--- config.mk ---
export PLATFORM = sky130hd
export DESIGN_NAME = score_bcd_converter
export DESIGN_NICKNAME = d
export VERILOG_FILES = /design/src/rtl/score_bcd_converter.sv
export SDC_FILE = /design/constraint.sdc
export NUM_CORES = 1
export LEC_CHECK = 0
export BUFFER_PORTS_ARGS = -buffer_cell sky130_fd_sc_hd__buf_2
export CAP_MARGIN = 5
export CORE_ASPECT_RATIO = 1.4
export CORE_MARGIN = 5
export CORE_UTILIZATION = 51
export CTS_BUF_LIST = sky130_fd_sc_hd__clkbuf_4
export CTS_CLUSTER_DIAMETER = 60
export DETAILED_ROUTE_END_ITERATION = 10
export GPL_TIMING_DRIVEN = 0
export PLACE_DENSITY = 0.78
export SKIP_CTS_REPAIR_TIMING = 1
export SLEW_MARGIN = 20
export SYNTH_ARGS = -nofsm -noshare
export SYNTH_HDL_FRONTEND = slang
export SYNTH_SLANG_ARGS = --single-unit
--- constraint.sdc ---
create_clock -name clk -period 1.7 [get_ports clk]
set_input_delay 0.17 -clock clk [delete_from_list [all_inputs] [get_ports clk]]
set_output_delay 0.17 -clock clk [all_outputs]
set_load 0.01 [all_outputs]
--- src/rtl/score_bcd_converter.sv ---
// Serial double-dabble converter: binary score to registered BCD digits, one bit per clock.
// Optional high-score tracking is enabled by defining HISCORE_TRACK_EN.
module score_bcd_converter #(
   parameter int SCORE_W = 10,
   parameter int DIGITS  = 4
) (
   input  logic                  clk,
   input  logic                  rst_n,
   input  logic [SCORE_W-1:0]    score,
   output logic [4*DIGITS-1:0]   bcd_digits,
   output logic                  bcd_valid,
   output logic                  busy
`ifdef HISCORE_TRACK_EN
   ,
   output logic [4*DIGITS-1:0]   hiscore_digits,
   output logic                  new_hiscore
`endif
);

   localparam int BCD_W = 4 * DIGITS;
   localparam int W     = BCD_W + SCORE_W;
   localparam int CNT_W = (SCORE_W > 1) ? $clog2(SCORE_W) : 1;

   function automatic longint pow10(input int n);
      longint r;
      r = 1;
      for (int i = 0; i < n; i++) r = r * 10;
      return r;
   endfunction

   generate
      if (pow10(DIGITS) <= ((longint'(1) << SCORE_W) - 1)) begin : g_range_err
         $error("score_bcd_converter: DIGITS too small for SCORE_W");
      end
   endgenerate

   // Pre-shift correction: every nibble >= 5 gets +3 so the next doubling carries correctly.
   function automatic logic [BCD_W-1:0] add3(input logic [BCD_W-1:0] b);
      logic [BCD_W-1:0] r;
      r = b;
      for (int i = 0; i < DIGITS; i++) begin
         if (b[4*i +: 4] >= 4'd5) r[4*i +: 4] = b[4*i +: 4] + 4'd3;
      end
      return r;
   endfunction

   typedef enum logic {IDLE, SHIFT} state_t;

   state_t             state_q, state_d;
   logic [W-1:0]       work_q, work_d;
   logic [CNT_W-1:0]   cnt_q, cnt_d;
   logic [SCORE_W-1:0] last_q, last_d;
   logic [BCD_W-1:0]   digits_q, digits_d;
   logic               valid_q, valid_d;
   logic               busy_q, busy_d;
`ifdef HISCORE_TRACK_EN
   logic [SCORE_W-1:0] hi_q, hi_d;
   logic [BCD_W-1:0]   hidig_q, hidig_d;
   logic               newhi_q, newhi_d;
`endif

   logic [BCD_W-1:0]   adj_bcd;
   logic [W-1:0]       shift_w;

   assign adj_bcd = add3(work_q[W-1:SCORE_W]);
   assign shift_w = {adj_bcd, work_q[SCORE_W-1:0]} << 1;

   always_ff @(posedge clk or negedge rst_n) begin
      if (!rst_n) begin
         state_q  <= IDLE;
         work_q   <= '0;
         cnt_q    <= '0;
         last_q   <= '0;
         digits_q <= '0;
         valid_q  <= 1'b0;
         busy_q   <= 1'b0;
`ifdef HISCORE_TRACK_EN
         hi_q     <= '0;
         hidig_q  <= '0;
         newhi_q  <= 1'b0;
`endif
      end else begin
         state_q  <= state_d;
         work_q   <= work_d;
         cnt_q    <= cnt_d;
         last_q   <= last_d;
         digits_q <= digits_d;
         valid_q  <= valid_d;
         busy_q   <= busy_d;
`ifdef HISCORE_TRACK_EN
         hi_q     <= hi_d;
         hidig_q  <= hidig_d;
         newhi_q  <= newhi_d;
`endif
      end
   end

   always_comb begin
      state_d  = state_q;
      work_d   = work_q;
      cnt_d    = cnt_q;
      last_d   = last_q;
      digits_d = digits_q;
      valid_d  = 1'b0;
      busy_d   = busy_q;
`ifdef HISCORE_TRACK_EN
      hi_d     = hi_q;
      hidig_d  = hidig_q;
      newhi_d  = 1'b0;
`endif
      case (state_q)
         IDLE: begin
            if (score != last_q) begin
               work_d  = {{BCD_W{1'b0}}, score};
               last_d  = score;
               cnt_d   = '0;
               busy_d  = 1'b1;
               state_d = SHIFT;
            end
         end
         SHIFT: begin
            work_d = shift_w;
            cnt_d  = cnt_q + CNT_W'(1);
            // Last bit shifted in: publish the finished digits only now, never partials.
            if (cnt_q == CNT_W'(SCORE_W - 1)) begin
               digits_d = shift_w[W-1:SCORE_W];
               valid_d  = 1'b1;
               busy_d   = 1'b0;
               state_d  = IDLE;
`ifdef HISCORE_TRACK_EN
               if (last_q > hi_q) begin
                  hi_d    = last_q;
                  hidig_d = shift_w[W-1:SCORE_W];
                  newhi_d = 1'b1;
               end
`endif
            end
         end
         default: state_d = IDLE;
      endcase
   end

   assign bcd_digits = digits_q;
   assign bcd_valid  = valid_q;
   assign busy       = busy_q;
`ifdef HISCORE_TRACK_EN
   assign hiscore_digits = hidig_q;
   assign new_hiscore    = newhi_q;
`endif

endmodule

# After elaboration in Yosys (flattened, before gate mapping)
# Index checks and enable logic that the tools add are counted.
# Widths: inputs -> output; s select.
word_totals:
  reg_bits: 59
  latch_bits: 0
  mem_bits_rw: 0
  mem_bits_ro: 0
  word_cells: 40
  n_memories: 0
op_classes:
  add_sub_neg: 5
  multipliers: 0
  div: 0
  n_lt_le_gt_ge: 4
  eq_ne: 4
  shift: 0
  n_mux: 16
  bitwise: 1
  n_reduce_logical: 3
op_table:
  columns: ["operator", "n"]
  rows:
  - ["$pmux 26 s2", 1]
  - ["$mux 26", 1]
  - ["$ge 4x3->1 const B", 4]
  - ["$mux 4", 4]
  - ["$add 4x2->4 const B", 3]
  - ["$ne 10x10->1", 1]
  - ["$pmux 4 s2", 1]
  - ["$mux 1", 6]
  - ["$reduce_and 2->1", 3]
  - ["$add 4x1->4 const B", 1]
  - ["$eq 4x4->1 const B", 1]
  - ["$pmux 1 s2", 2]
  - ["$add 3x2->3 const B", 1]
  - ["$mux 3", 1]
  - ["$ne 2x1->1 const B", 1]
  - ["$ne 2x2->1 const B", 1]
  - ["$not 1->1", 1]

# Depth between registers and ports, before layout
logic_depth:
  word_depth: 3
  ltp_mapped: 6
  depth_no_buf: 6

# Worst setup path after synthesis
# OpenSTA, ideal clock, no wires.
synth_path:
  path_type: "register to register"
  startpoint: "reg work_q[18]"
  endpoint: "reg digits_q[10] (netlist: bcd_digits[10])"
  setup_time_ns: 0.083
  arrival_ns: 1.400
  slack_ns: 0.218
  path_stages_with_launch: 7
  n_path_buf: 0
  cell_sequence: "dfrtp_1 inv_1 ha_1 nand2b_1 a21oi_1 mux2_2 o21ai_0"
synth_via:
  elab_chain_len: 2
  elab_cells_between_ends: 3
synth_lines:
  columns: ["item", "line", "source"]
  rows:
  - ["from (decl)", "50", "logic [W-1:0] work_q, work_d;"]
  - ["from (signal assigned)", "84", "work_q <= work_d;"]
  - ["$add 4x2->4 or $ge 4x3->1 (tied branches)", "42", "if (b[4*i +: 4] >= 4'd5) r[4*i +: 4] = b[4*i +: 4] + 4'd3;"]
  - ["$mux 4 (*)", "42", null]
  - ["to (signal assigned)", "87", "digits_q <= digits_d;"]
  - ["to (decl)", "53", "logic [BCD_W-1:0] digits_q, digits_d;"]
# Mark *: on every way between the ends. The rest lies on a longest branch, timed or not.
# A chain may end at the register's enable or synchronous reset.

# Worst setup path after layout
layout_path:
  startpoint: "reg last_q[1]"
  endpoint: "reg last_q[8]"
layout_via:
  elab_chain_len: 2
layout_lines:
  columns: ["item", "line", "source"]
  rows:
  - ["from (decl)", "52", "logic [SCORE_W-1:0] last_q, last_d;"]
  - ["from (signal assigned)", "86", "last_q <= last_d;"]
  - ["$ne 10x10->1", "113", "if (score != last_q) begin"]
  - ["$reduce_and 2->1 (no line)", null, null]
# No other way between the ends.

==> metrics.md <==
| Metric | Value |
|---|---|
| CTS max path bufs | 2 |
| Synth area leaders | dfrtp_1, mux2_2, xnor2_1 |
| DR pass1 iterations | 5 |
| Worst-margin pin slew | 0.731 ns |
| Total CTS buffers | 9 |
| Post-synth ARST share | 1.00 |
| Setup CP Type | flip-flop to flip-flop |
| Number of max-cap violations | 0 |
| Critical Path Max Stage Delay | 0.40 ns |
| GP Congestion | 0.832 |
| Post-synth EDFFs | 0 |
| Layout cells sized above 1 | 0.244 |
| Arr. time, crit path | 1.92 ns |
| Fmax achieved | 0.620 GHz |
| Worst-skew pair later-pin latency | 0.43 ns |
| Wire length per cell | 15.2 microns |
| Rows | 32 |
| Period utilisation layout | 0.949 |
| Root Buffer | clkbuf_4 |
| CTS tree | yes |
| Final setup vio count | 0 |
| Routed vias | 2,012 |
| Worst Path Required | 2.01 ns |
| Htree depth | 3 |
| Reg clk slew, reported paths | 0.09 ns |
| Die W | 72.8 microns |
| Startpoint Class | flip-flop |
| Fill cell count | 475 |
| Number of global-route vias before repair | 1,957 |
| Total global routing overflow | 0 |
| CP Capture Type | flip-flop |
| RSZ-0062 raised after global routing | yes |
| Ys flop type | dfrtp_1 |
| Vias/cell | 5.60 |
| Share of the yosys chip area belonging to registers | 0.524 |
| Post-Syn Area | 2820 sq um |
| Final hold violations | 0 |
| Register bit count reported by yosys | 59 |
| Initial DRC count | 79 |
| Final nets | 308 |
| Die Y | 98.0 microns |
| Largest net degree at the start of global routing | 60 |
| Area of the multi-input gates | 1240 sq um |
| Initial core utilization | 0.518 |
| Final Slew Violations | 0 |
| Avg Inst Size Synth | 11.6 sq um |
| Initial antenna violation count | 0 |
| Most common cell in the netlist | dfrtp_1 |
| Syn_nets | 266 |
| Number of synthesis warnings | 0 |
| Global-route usage over all layers | 0.170 |
| Post-synth cell types | 31 |
| Clk sinks | 59 |
| Mapped Cells | 244 |
| Number of diodes | 0 |
| Final WL | 5470 microns |
| Placed wire-length estimate | 3850 microns |
| Core Box Area | 5450 sq um |
| Maximum vdd drop | 0.00111 V |
| DRC violations left | 0 |
| Die Area | 7140 sq um |
| P per Cell Area | 1890 nW/um^2 |
| Top Ports | 30 |
| Post-route ant nets | 0 |
| Global-route wire length before repair | 9320 microns |
| Clock skew | 0.0167 ns |
| Most frequent cells after synthesis | dfrtp_1, nand2_1, mux2_2, xnor2_1, o21ai_0 |
| Outcome | complete, no violations |
| Reg area | 1480 sq um |
| Placed insts | 341 |
| Slowest stage cell on the critical path | dfrtp_1 |
| Crit Path Max Fanout | 3 |
| Worst hold path type | primary input to flip-flop |
| Post-route minimum period | 1.61 ns |
| Pleak | 1.47 nW |
| Final Non-Filler Cells | 359 |
| Synth top area share | 0.524 |
| Critical path, cell by cell | xnor2_1, and4_1, a31oi_1, mux2_2 |
| Max_slew headroom | 0.513 |
| Port-buffer cells | 29 |
| Area Overhead vs Synth | 14.0% |
| PnR Total Power | 0.00606 W |
| Cell taking the most area after synthesis | dfrtp_1 |
-- worst max-delay path: cells and delay by family (launching register included) --
kind	cells	cell delay [ns]
flip-flops	1	0.40
multiplexers	1	0.38
AO/OA/AOI/OAI	1	0.36
AND/OR/NAND/NOR	1	0.23
XOR/XNOR	1	0.14
-- cell type report --
class                      count  area share
sequential                    59       0.459
multi-input combinational    159       0.387
timing repair buffer          31      0.0522
clock inverter                 6      0.0175
clock buffer                  10      0.0234
buffer                        15      0.0210
tap                           68      0.0265
inverter                      11      0.0128
-- power breakdown --
group / leakage, nW / internal [W] / switching, W
clock network: 0.0736 / 0.000452 / 0.000526
registers: 0.727 / 0.00206 / 0.000464
logic: 0.674 / 0.00125 / 0.00132
-- worst paths after layout --
path                                    start       endpoint  slack, ns  cells after the start
worst max-delay path                last_q[1]      last_q[8]       0.09                      4
worst min-delay path                 score[3]      last_q[3]       0.02                      2
worst max register to register      last_q[1]      last_q[8]       0.09                      4
worst min register to register  bcd_digits[7]  bcd_digits[7]       0.48                      2
max in group asynchronous               rst_n     work_q[11]       0.86                      2
min in group asynchronous               rst_n     work_q[16]       0.33                      2
-- per-layer routing --
metal	vias up	GRT usage	wire (microns)	share of wire
met5	-	0	0	0
met1	960	0.209	2240	0.41
met3	15	0.0484	315	0.058
li1	980	-	-	-
met4	0	0.0810	119	0.022
met2	57	0.271	2790	0.51
-- stage by stage --
stage	setup WS, ns	TNS (ns)	hold WS [ns]	utilization	cell area [sq um]
4_1_cts	0.0495	0	-0.194	0.585	3180
3_3_place_gp	0.107	0	0.426	0.560	3050
3_5_place_dp	0.0732	0	0.280	0.560	3050
2_1_floorplan	0.218	0	-0.126	-	2820
5_1_grt	-0.0110	-0.0110	0.0223	0.590	3210
6_report	0.0861	0	0.0237	0.590	3210
-- flip-flops by register name (all words and copies together), names as in the netlist --
| name | cells |
|---|---|
| busy | 1 |
| bcd_digits | 16 |
| last_q | 10 |
| work_q | 26 |
| state_q | 1 |
| bcd_valid | 1 |
| cnt_q | 4 |
-- logic make-up (layout without fill, tap and decap cells) --
| group | after synthesis | count (layout) | share of synthesized area |
|---|---|---|---|
| AOI/OAI and AO/OA | 72 | 72 | 0.187 |
| xor gates and xnor gates | 16 | 16 | 0.0497 |
| adders and majority gates | 10 | 10 | 0.0444 |
| buffers and inverters | 26 | 73 | 0.0382 |
| DFF | 59 | 59 | 0.524 |
| muxes | 20 | 20 | 0.0786 |
| and+or+nand+nor | 41 | 41 | 0.0781 |
-- cell usage in the layout, fill, tap and decap left out, types with 2 or more instances in the layout --
| cell type | Yosys | routed |
|---|---|---|
| a21oi_1 | 10 | 8 |
| a21oi_2 | 0 | 2 |
| a22o_1 | 9 | 9 |
| a2bb2oi_1 | 9 | 9 |
| a41oi_1 | 9 | 9 |
| and4_1 | 2 | 2 |
| buf_2 | 2 | 30 |
| buf_4 | 2 | 3 |
| clkbuf_1 | 10 | 9 |
| clkbuf_4 | 0 | 10 |
| clkinv_2 | 0 | 3 |
| dfrtp_1 | 59 | 59 |
| dlygate4sd3_1 | 0 | 2 |
| ha_1 | 10 | 9 |
| inv_1 | 10 | 10 |
| mux2_2 | 17 | 17 |
| mux2i_1 | 3 | 3 |
| nand2_1 | 20 | 20 |
| nand2b_1 | 5 | 5 |
| nand4_1 | 3 | 3 |
| nor2_1 | 2 | 2 |
| nor3b_1 | 5 | 5 |
| o21ai_0 | 13 | 13 |
| o2bb2ai_1 | 10 | 10 |
| o31ai_1 | 10 | 10 |
| xnor2_1 | 15 | 15 |
Power figures use the tool's default switching activity.
